[src/rtl/exe_sequencer.sv]
// Issue/occupancy controller ahead of Execute: holds one bundle for in_lat extra
// cycles (out_valid in_lat+1 cycles after accept); stalls Decode while occupied.
module exe_sequencer #(
  parameter int ADDR_WIDTH = 32,
  parameter int LAT_W      = 4,
  parameter int CNT_W      = 16
) (
  input  logic                  clk,
  input  logic                  rst,
  input  logic                  in_valid,
  output logic                  in_ready,
  input  logic [ADDR_WIDTH-3:0] in_addr,
  input  logic [31:0]           in_insn,
  input  logic [LAT_W-1:0]      in_lat,
  input  logic                  flush,
  output logic                  out_valid,
  input  logic                  out_ready,
  output logic [ADDR_WIDTH-3:0] out_addr,
  output logic [31:0]           out_insn,
  output logic                  busy,
  output logic [CNT_W-1:0]      stall_cnt,
  output logic [CNT_W-1:0]      retire_cnt
);

  typedef enum logic [1:0] {
    IDLE = 2'd0,
    EXEC = 2'd1,
    DONE = 2'd2
  } state_e;

  localparam logic [LAT_W-1:0] LAT_ONE = LAT_W'(1);
  localparam logic [CNT_W-1:0] CNT_ONE = CNT_W'(1);

  state_e                  state_q, state_d;
  logic [LAT_W-1:0]        cnt_q, cnt_d;
  logic [ADDR_WIDTH-3:0]   addr_q, addr_d;
  logic [31:0]             insn_q, insn_d;
  logic                    out_valid_q, out_valid_d;
  logic                    busy_q, busy_d;
  logic [CNT_W-1:0]        stall_q, stall_d;
  logic [CNT_W-1:0]        retire_q, retire_d;

  logic accept;
  logic handoff;

  // DONE can take a new op in the same cycle it hands off, giving 1/cycle for lat-0 ops.
  assign in_ready = !flush && ((state_q == IDLE) || ((state_q == DONE) && out_ready));
  assign accept   = in_valid && in_ready;
  assign handoff  = out_valid_q && out_ready;

  always_comb begin
    state_d  = state_q;
    cnt_d    = cnt_q;
    addr_d   = addr_q;
    insn_d   = insn_q;
    stall_d  = stall_q;
    retire_d = retire_q;

    if (flush) begin
      state_d = IDLE;
      cnt_d   = '0;
    end else begin
      unique case (state_q)
        IDLE, DONE: begin
          if (accept) begin
            addr_d = in_addr;
            insn_d = in_insn;
            if (in_lat == '0) begin
              state_d = DONE;
            end else begin
              state_d = EXEC;
              cnt_d   = in_lat;
            end
          end else if ((state_q == DONE) && out_ready) begin
            state_d = IDLE;
          end
        end
        EXEC: begin
          cnt_d = cnt_q - LAT_ONE;
          if (cnt_q == LAT_ONE) begin
            state_d = DONE;
          end
        end
        default: begin
          state_d = IDLE;
          cnt_d   = '0;
        end
      endcase
    end

    if (in_valid && !in_ready && !flush && (stall_q != '1)) begin
      stall_d = stall_q + CNT_ONE;
    end

    // A handoff in a flush cycle has already completed, so it still retires.
    if (handoff) begin
      retire_d = retire_q + CNT_ONE;
    end

    out_valid_d = (state_d == DONE);
    busy_d      = (state_d != IDLE);
  end

  always_ff @(posedge clk) begin
    if (!rst) begin
      state_q     <= IDLE;
      cnt_q       <= '0;
      addr_q      <= '0;
      insn_q      <= '0;
      out_valid_q <= 1'b0;
      busy_q      <= 1'b0;
      stall_q     <= '0;
      retire_q    <= '0;
    end else begin
      state_q     <= state_d;
      cnt_q       <= cnt_d;
      addr_q      <= addr_d;
      insn_q      <= insn_d;
      out_valid_q <= out_valid_d;
      busy_q      <= busy_d;
      stall_q     <= stall_d;
      retire_q    <= retire_d;
    end
  end

  assign out_valid  = out_valid_q;
  assign out_addr   = addr_q;
  assign out_insn   = insn_q;
  assign busy       = busy_q;
  assign stall_cnt  = stall_q;
  assign retire_cnt = retire_q;

endmodule

[config.mk]
export PLATFORM = sky130hd
export DESIGN_NAME = exe_sequencer
export DESIGN_NICKNAME = d
export VERILOG_FILES = /design/src/rtl/exe_sequencer.sv
export SDC_FILE = /design/constraint.sdc
export NUM_CORES = 1
export LEC_CHECK = 0
export CORE_ASPECT_RATIO = 1.25
export CORE_UTILIZATION = 60
export CTS_CLUSTER_DIAMETER = 100
export DETAILED_ROUTE_END_ITERATION = 16
export DONT_BUFFER_PORTS = 1
export PLACE_DENSITY = 0.73
export SLEW_MARGIN = 30
export SYNTH_ARGS = -nofsm -noshare
export SYNTH_HDL_FRONTEND = slang
export SYNTH_SLANG_ARGS = --single-unit
[constraint.sdc]
create_clock -name clk -period 2.7 [get_ports clk]
set_input_delay 0.81 -clock clk [delete_from_list [all_inputs] [get_ports clk]]
set_output_delay 0.81 -clock clk [all_outputs]
set_load 0.03 [all_outputs]
After elaboration in Yosys (flattened, before gate mapping)
Cells that the tools add are included.

Register bits after elaboration: 102. Latch bits: 0. Bits in writable memories: 0. Memory bits (read-only): 0. Input port bits: 71. Output and inout port bits: 97. Word-level logic and storage cells: 46. Memories kept: 0.

Add/subtract/negate cells: 3. $mul: 0. Divide/modulo/power cells: 0. Order comparisons: 0. Equality and inequality tests: 7. Shift operators: 0. Mux-type cells: 9. Bitwise logic cells: 2. Reduce and logical (&&, ||, !) cells: 17.

Operators by type and width (count): 16-bit by 1-bit adder with 16-bit output, second input constant (2); 16-bit != test, second input constant (1); 2-bit 2-to-1 mux (5); 4-bit 2-to-1 mux (2); 4-bit case mux with 2 select lines (1); 1-bit logical AND (7); 2-bit == test, second input constant (2); 4-bit by 1-bit == test with 1-bit output, second input constant (1); 4-bit zero test (1); 2-bit != test, second input constant (2); 2-bit case mux with 2 select lines (1); 2-bit OR reduction (2); 4-bit by 1-bit subtractor with 4-bit output, second input constant (1); 3-bit AND reduction (1); 2-bit by 1-bit == test with 1-bit output, second input constant (1); 1-bit zero test (2); 2-bit zero test (1); 1-bit NOT (2); 2-bit AND reduction (1); 2-bit nonzero test (1); 1-bit logical OR (1).

Depth between registers and ports, before layout
Word-level depth: 9. Gate-level depth with buffers: 6. Mapped depth without buffers: 6.

Worst setup path after synthesis
Ideal clock, no wire load.

Path kind: input -> output. Start point: in out_ready. End point: out in_ready. Data arrival time: 1.644 ns. Required time: 1.890 ns. Slack: 0.246 ns. Cell stages on the path: 2. Path buffers: 0. Cell sequence: and2b_1 -> nor3_1.

Longest elaborated chain between the ends: 3.

RTL lines: from (decl) (RTL line 17) `input logic out_ready,`; 1-bit logical AND (RTL line 47) `assign in_ready = !flush && ((state_q == IDLE) || ((state_q == DONE) && out_ready));`; 1-bit logical OR (RTL line 47); 1-bit logical AND (RTL line 47); to (decl) (RTL line 11) `output logic in_ready,`.

Every way passes these cells.

Worst setup path in the final report
Start point: reg stall_q[2] (netlist: stall_cnt[2]). End point: reg stall_q[10] (netlist: stall_cnt[10]).

Longest elaborated chain between the ends: 2. Elaborated cells between the ends (all ways): 3. Classes of those cells: 1 x add/sub; 1 x eq/ne; 1 x reduce/logical.

RTL lines: from (decl) (RTL line 40) `logic [CNT_W-1:0] stall_q, stall_d;`; from (signal assigned) (RTL line 121) `stall_q <= stall_d;`; parallel branches: the longest is 2 deep, another holds 16-bit by 1-bit adder with 16-bit output.

Parallel ways; which one is timed is not known. A chain may end at the register's enable or synchronous reset.

==> results.md <==
- Across every metal layer, demand over resource in global routing totals 24.2%.
- The final net count is 572.
- The biggest fanout along the worst timing path is 8.
- The floorplan step defined a die boundary enclosing 0.00711 mm².
- In this run the power density over the cells is 620 mW/mm².
- Relative to the synthesized area, the layout overhead comes to 8.59%.
- Traced cell by cell, the critical path runs through nand3_1, a2111o_1, or4_1, a21oi_1.
- At the pin with the least slew margin, the transition time is 0.944 ns.
- In the final routing, the length of wire on met1 measures 3560 µm.
- The complex-gate fraction of the synthesized area is 16.6%.
- The max-slew violation count is 0.
- Yosys mapped the design onto 42 distinct sky130hd cell types.
- The number of global-route vias before repair was 2922.
- The placed standard-cell area is 0.00422 mm².
- The relative contribution of the clock network to total power is 33.1%.
- For the final database, setup skew stands at 0.0108 ns.
- The final routed DRC violation total is 0.
- Summing the areas of all and, or, nand and nor instances in the mapped netlist gives 25.6% of the synthesized area.
- The kind of start point of the critical path is a register.
- The placed wire-length estimate is 6420 µm.
- In this run the vertical extent of the chip is 94.0 µm.
- Sequential cells burn 61.1% of the power.
- The type of the most critical hold path is reg2reg.
- The most used flip-flop cell after synthesis is sky130_fd_sc_hd__dfxtp_1.
- The largest single stage delay on the critical path is 0.64 ns.
- Ranked by instance count, the synthesized netlist is headed by 136 x sky130_fd_sc_hd__nand2_1, 102 x sky130_fd_sc_hd__dfxtp_1, 82 x sky130_fd_sc_hd__a21oi_1.
- The total wire length is 9060 µm.
- Of the total power, combinational logic draws 5.8%.
- The synthesized net count is 572.
- The switching power total is 0.752 mW.
- The first global-routing pass estimated 13300 µm of wire.
- The highest metal layer carrying signal wires in the routed design is met4.
- The post-CTS setup buffer count is 0.
- The worst slew margin relative to its limit is 36.4%.
- The clock period minus worst slack is 2.23 ns.
- Max-cap violations in this run came to 0.
- By startpoint and endpoint, the worst setup path is classified as reg2reg.
- The number of setup violations in the final report is 0.
- After technology mapping, the gate count stands at 497.
- After clock tree synthesis, the clock-pin slew on the worst setup and hold paths is 0.09 ns.
- The number of enable-type register cells in the synthesized netlist is 0.
- The repair_antennas step left the layout with diodes totalling 0.
- The post-cts resize count is 0.
- Sorting the synthesized cells by area gives the leading types as sky130_fd_sc_hd__dfxtp_1 50%, sky130_fd_sc_hd__nand2_1 13%, sky130_fd_sc_hd__a21oi_1 10%, sky130_fd_sc_hd__clkbuf_1 2.2%, sky130_fd_sc_hd__xor2_1 2.2%.
- Based on the critical path, the design can be clocked at up to 449 MHz.
- sky130_fd_sc_hd__dfxtp_1 takes more of the synthesized area than any other cell.
- After routing the design area is 0.00441 mm².
- The fraction of final layout cells with drive strength greater than 1 is 7.77%.
- Once detail routing completed, the nets flagged for antenna violations numbered 0.
- In this run the most critical hold path is launched from cnt_q[1].
- The sum of negative setup slack is 0 ns.
- No sink is reached through more buffers than the 2 on the longest clock path.
- The startpoint of the worst register-to-register path is stall_cnt[2].
- The share of synthesized area spent on multiplexers is 0.246%.
- Prior to clock tree synthesis, the placed netlist has a worst setup slack of 0.315 ns.
- The starting density of the core is 61.9%.
- The clock tree synthesis step divided the H-tree into 3 levels.
- The final route contains 3503 vias.
- Of the total synthesized cell area, the portion taken by full adders, half adders and majority gates is 1.23%.
- The floorplan has 33 rows.
- The leakage power summed over all cells is 1.49 nW.
- The synthesized netlist devotes 2.80% of its cell area to XOR and XNOR gates.
- The average instance area after synthesis is 8.18 µm².
- The number of antenna violations at the first check in global routing is 0.
- The warning count from the yosys run is 0.
- The final weighted congestion in routability-driven placement is 0.839.
- The cell at the slowest stage of the critical path is sky130_fd_sc_hd__dfxtp_1.
- The beginning of the critical path is stall_cnt[2].
- The largest family of logic cells by synthesized area is simple AND/OR/NAND/NOR gates.
- The mapped netlist covers 0.00406 mm².
- After synthesis, the share of flip-flops with an asynchronous set or reset is 0%.
- Dividing the detail-routed via count by the number of cells gives 5.95.
- The die outline width is 75.6 µm.
- The wire length on met3 is 837 µm.
- Setup repair after global routing left no endpoint under its margin.
- Port buffering added 0 buffers.
- The top cell type by area accounts for 50.2% of the synthesized area.
- The boundary pin count is 168.
- The count of TritonRoute iterations in the first routing pass is 4.
- The fill cell instance count of the final layout is 576.
- Of the available clock period, the critical path in the final layout requires 82.5%.
- Of the synthesized area, sequential elements account for 50.2%.
- In the final routed layout, each cell accounts on average for 15.4 µm.
- The number of buffers inserted during clock tree synthesis is 9.
- Cell internal power was estimated by the tool at 1.98 mW.
- The final worst hold slack is 0.525 ns.
- Entering global routing, the biggest net connects 61 pins.
- The tree is rooted in a sky130_fd_sc_hd__clkbuf_8.
- The worst setup path is captured at a register.
- The run finished with clean final reports.
- The count of state elements after synthesis is 102.
- The library cell with the highest instance count after synthesis is sky130_fd_sc_hd__nand2_1.
- The clock sink count is 102.
- For the worst-skew pair, the clock arrives at the later sink with an insertion delay of 0.35 ns.
- The total congestion overflow after global routing is 0.
- The minimum setup slack in the final design is 0.471 ns.
- TritonCTS built the clock tree.
- After floorplanning, the core was sized to cover 0.00657 mm².
- The number of hold buffers added after CTS is 0.
- The DRC marker count from the first detailed-route iteration is 173.
- The arrival time at the worst endpoint is 2.51 ns.
- The final hold violation count came to 0.
- The worst-case IR drop observed on VDD is 0.674 mV.
- Detailed routing placed a total of 4510 µm of wire on met2.
- The worst endpoint required time is 2.98 ns.
- The switching portion of total power is 27.5%.
[path summary, 6_finish.rpt]
check	endpoint	slack [ns]	cells after the start
max reg2reg	stall_cnt[10]	0.47	4
max	stall_cnt[10]	0.47	4
min reg2reg	cnt_q[1]	0.53	2
min	cnt_q[1]	0.53	2
[through the flow]
stage	power [mW]	utilization (%)	cells
6_report	2.74	67.2	589
3_5_place_dp	1.87	64.3	573
4_1_cts	2.77	67.2	589
5_1_grt	2.84	67.2	589
2_1_floorplan	1.82	-	497
3_3_place_gp	1.86	64.3	573
[per-layer routing]
metal  track usage [%]  up-vias
met5                 0        -
met4              8.80        0
met3              7.40       16
met2              40.5      142
met1              28.8     1617
li1                  -     1728
[cell usage in the layout (no fill, tap or decap), drive strengths merged, types with 2 or more instances in the layout]
| cell | Yosys | routed |
|---|---|---|
| inv | 6 | 9 |
| buf | 2 | 15 |
| nand2 | 136 | 136 |
| clkbuf | 24 | 10 |
| a2111o | 2 | 2 |
| or4 | 9 | 9 |
| nand3 | 13 | 13 |
| nand4 | 13 | 13 |
| a211oi | 4 | 4 |
| ha | 4 | 4 |
| and4 | 6 | 6 |
| o41ai | 2 | 2 |
| a21oi | 82 | 82 |
| or3b | 2 | 2 |
| o21ai | 10 | 10 |
| clkinv | 1 | 4 |
| xor2 | 10 | 10 |
| o31ai | 8 | 8 |
| nand2b | 5 | 5 |
| nor4 | 3 | 3 |
| or4b | 2 | 2 |
| nor2 | 22 | 22 |
| xnor2 | 3 | 3 |
| or3 | 5 | 5 |
| nor3 | 5 | 5 |
| o21bai | 2 | 2 |
| nor2b | 2 | 2 |
| dfxtp | 102 | 102 |
[registers in the layout, summed over array words and instances (netlist names)]
| name | cells |
|---|---|
| stall_cnt | 16 |
| out_insn | 32 |
| out_valid | 1 |
| cnt_q | 4 |
| out_addr | 30 |
| busy | 1 |
| retire_cnt | 16 |
| state_q | 2 |
[cell families after synthesis]
kind of cell,count (synthesis)
xor+xnor,13
compound gates,118
mux,1
buf+inv,33
fa+ha+maj,4
simple gates,226
flops,102
[final cells by class]
type	instances	area, µm²	area share [%]
timing repair buffer	15	150	3.40
clock inverter	6	51.3	1.16
sequential	102	2040	46.3
inverter	7	26.3	0.595
tap	87	109	2.47
clock buffer	10	138	3.12
multi-input combinational	362	1900	43.0
[critical path, delay by kind of cell (launching register included)]
family / cells / cell delay [ns]
AND/OR/NAND/NOR: 2 / 0.85
flip-flops: 1 / 0.64
AO/OA/AOI/OAI: 2 / 0.68
[power groups by stage]
stage               Clock, mW  Sequential (mW)  Combinational (mW)
detailed placement          0             1.71               0.159
global placement            0             1.71               0.154
floorplan                   0             1.70               0.123
finish                  0.907             1.67               0.158
global route            0.982             1.68               0.181
CTS                     0.937             1.67               0.159
Note: power is estimated with default switching activity, not from simulation.
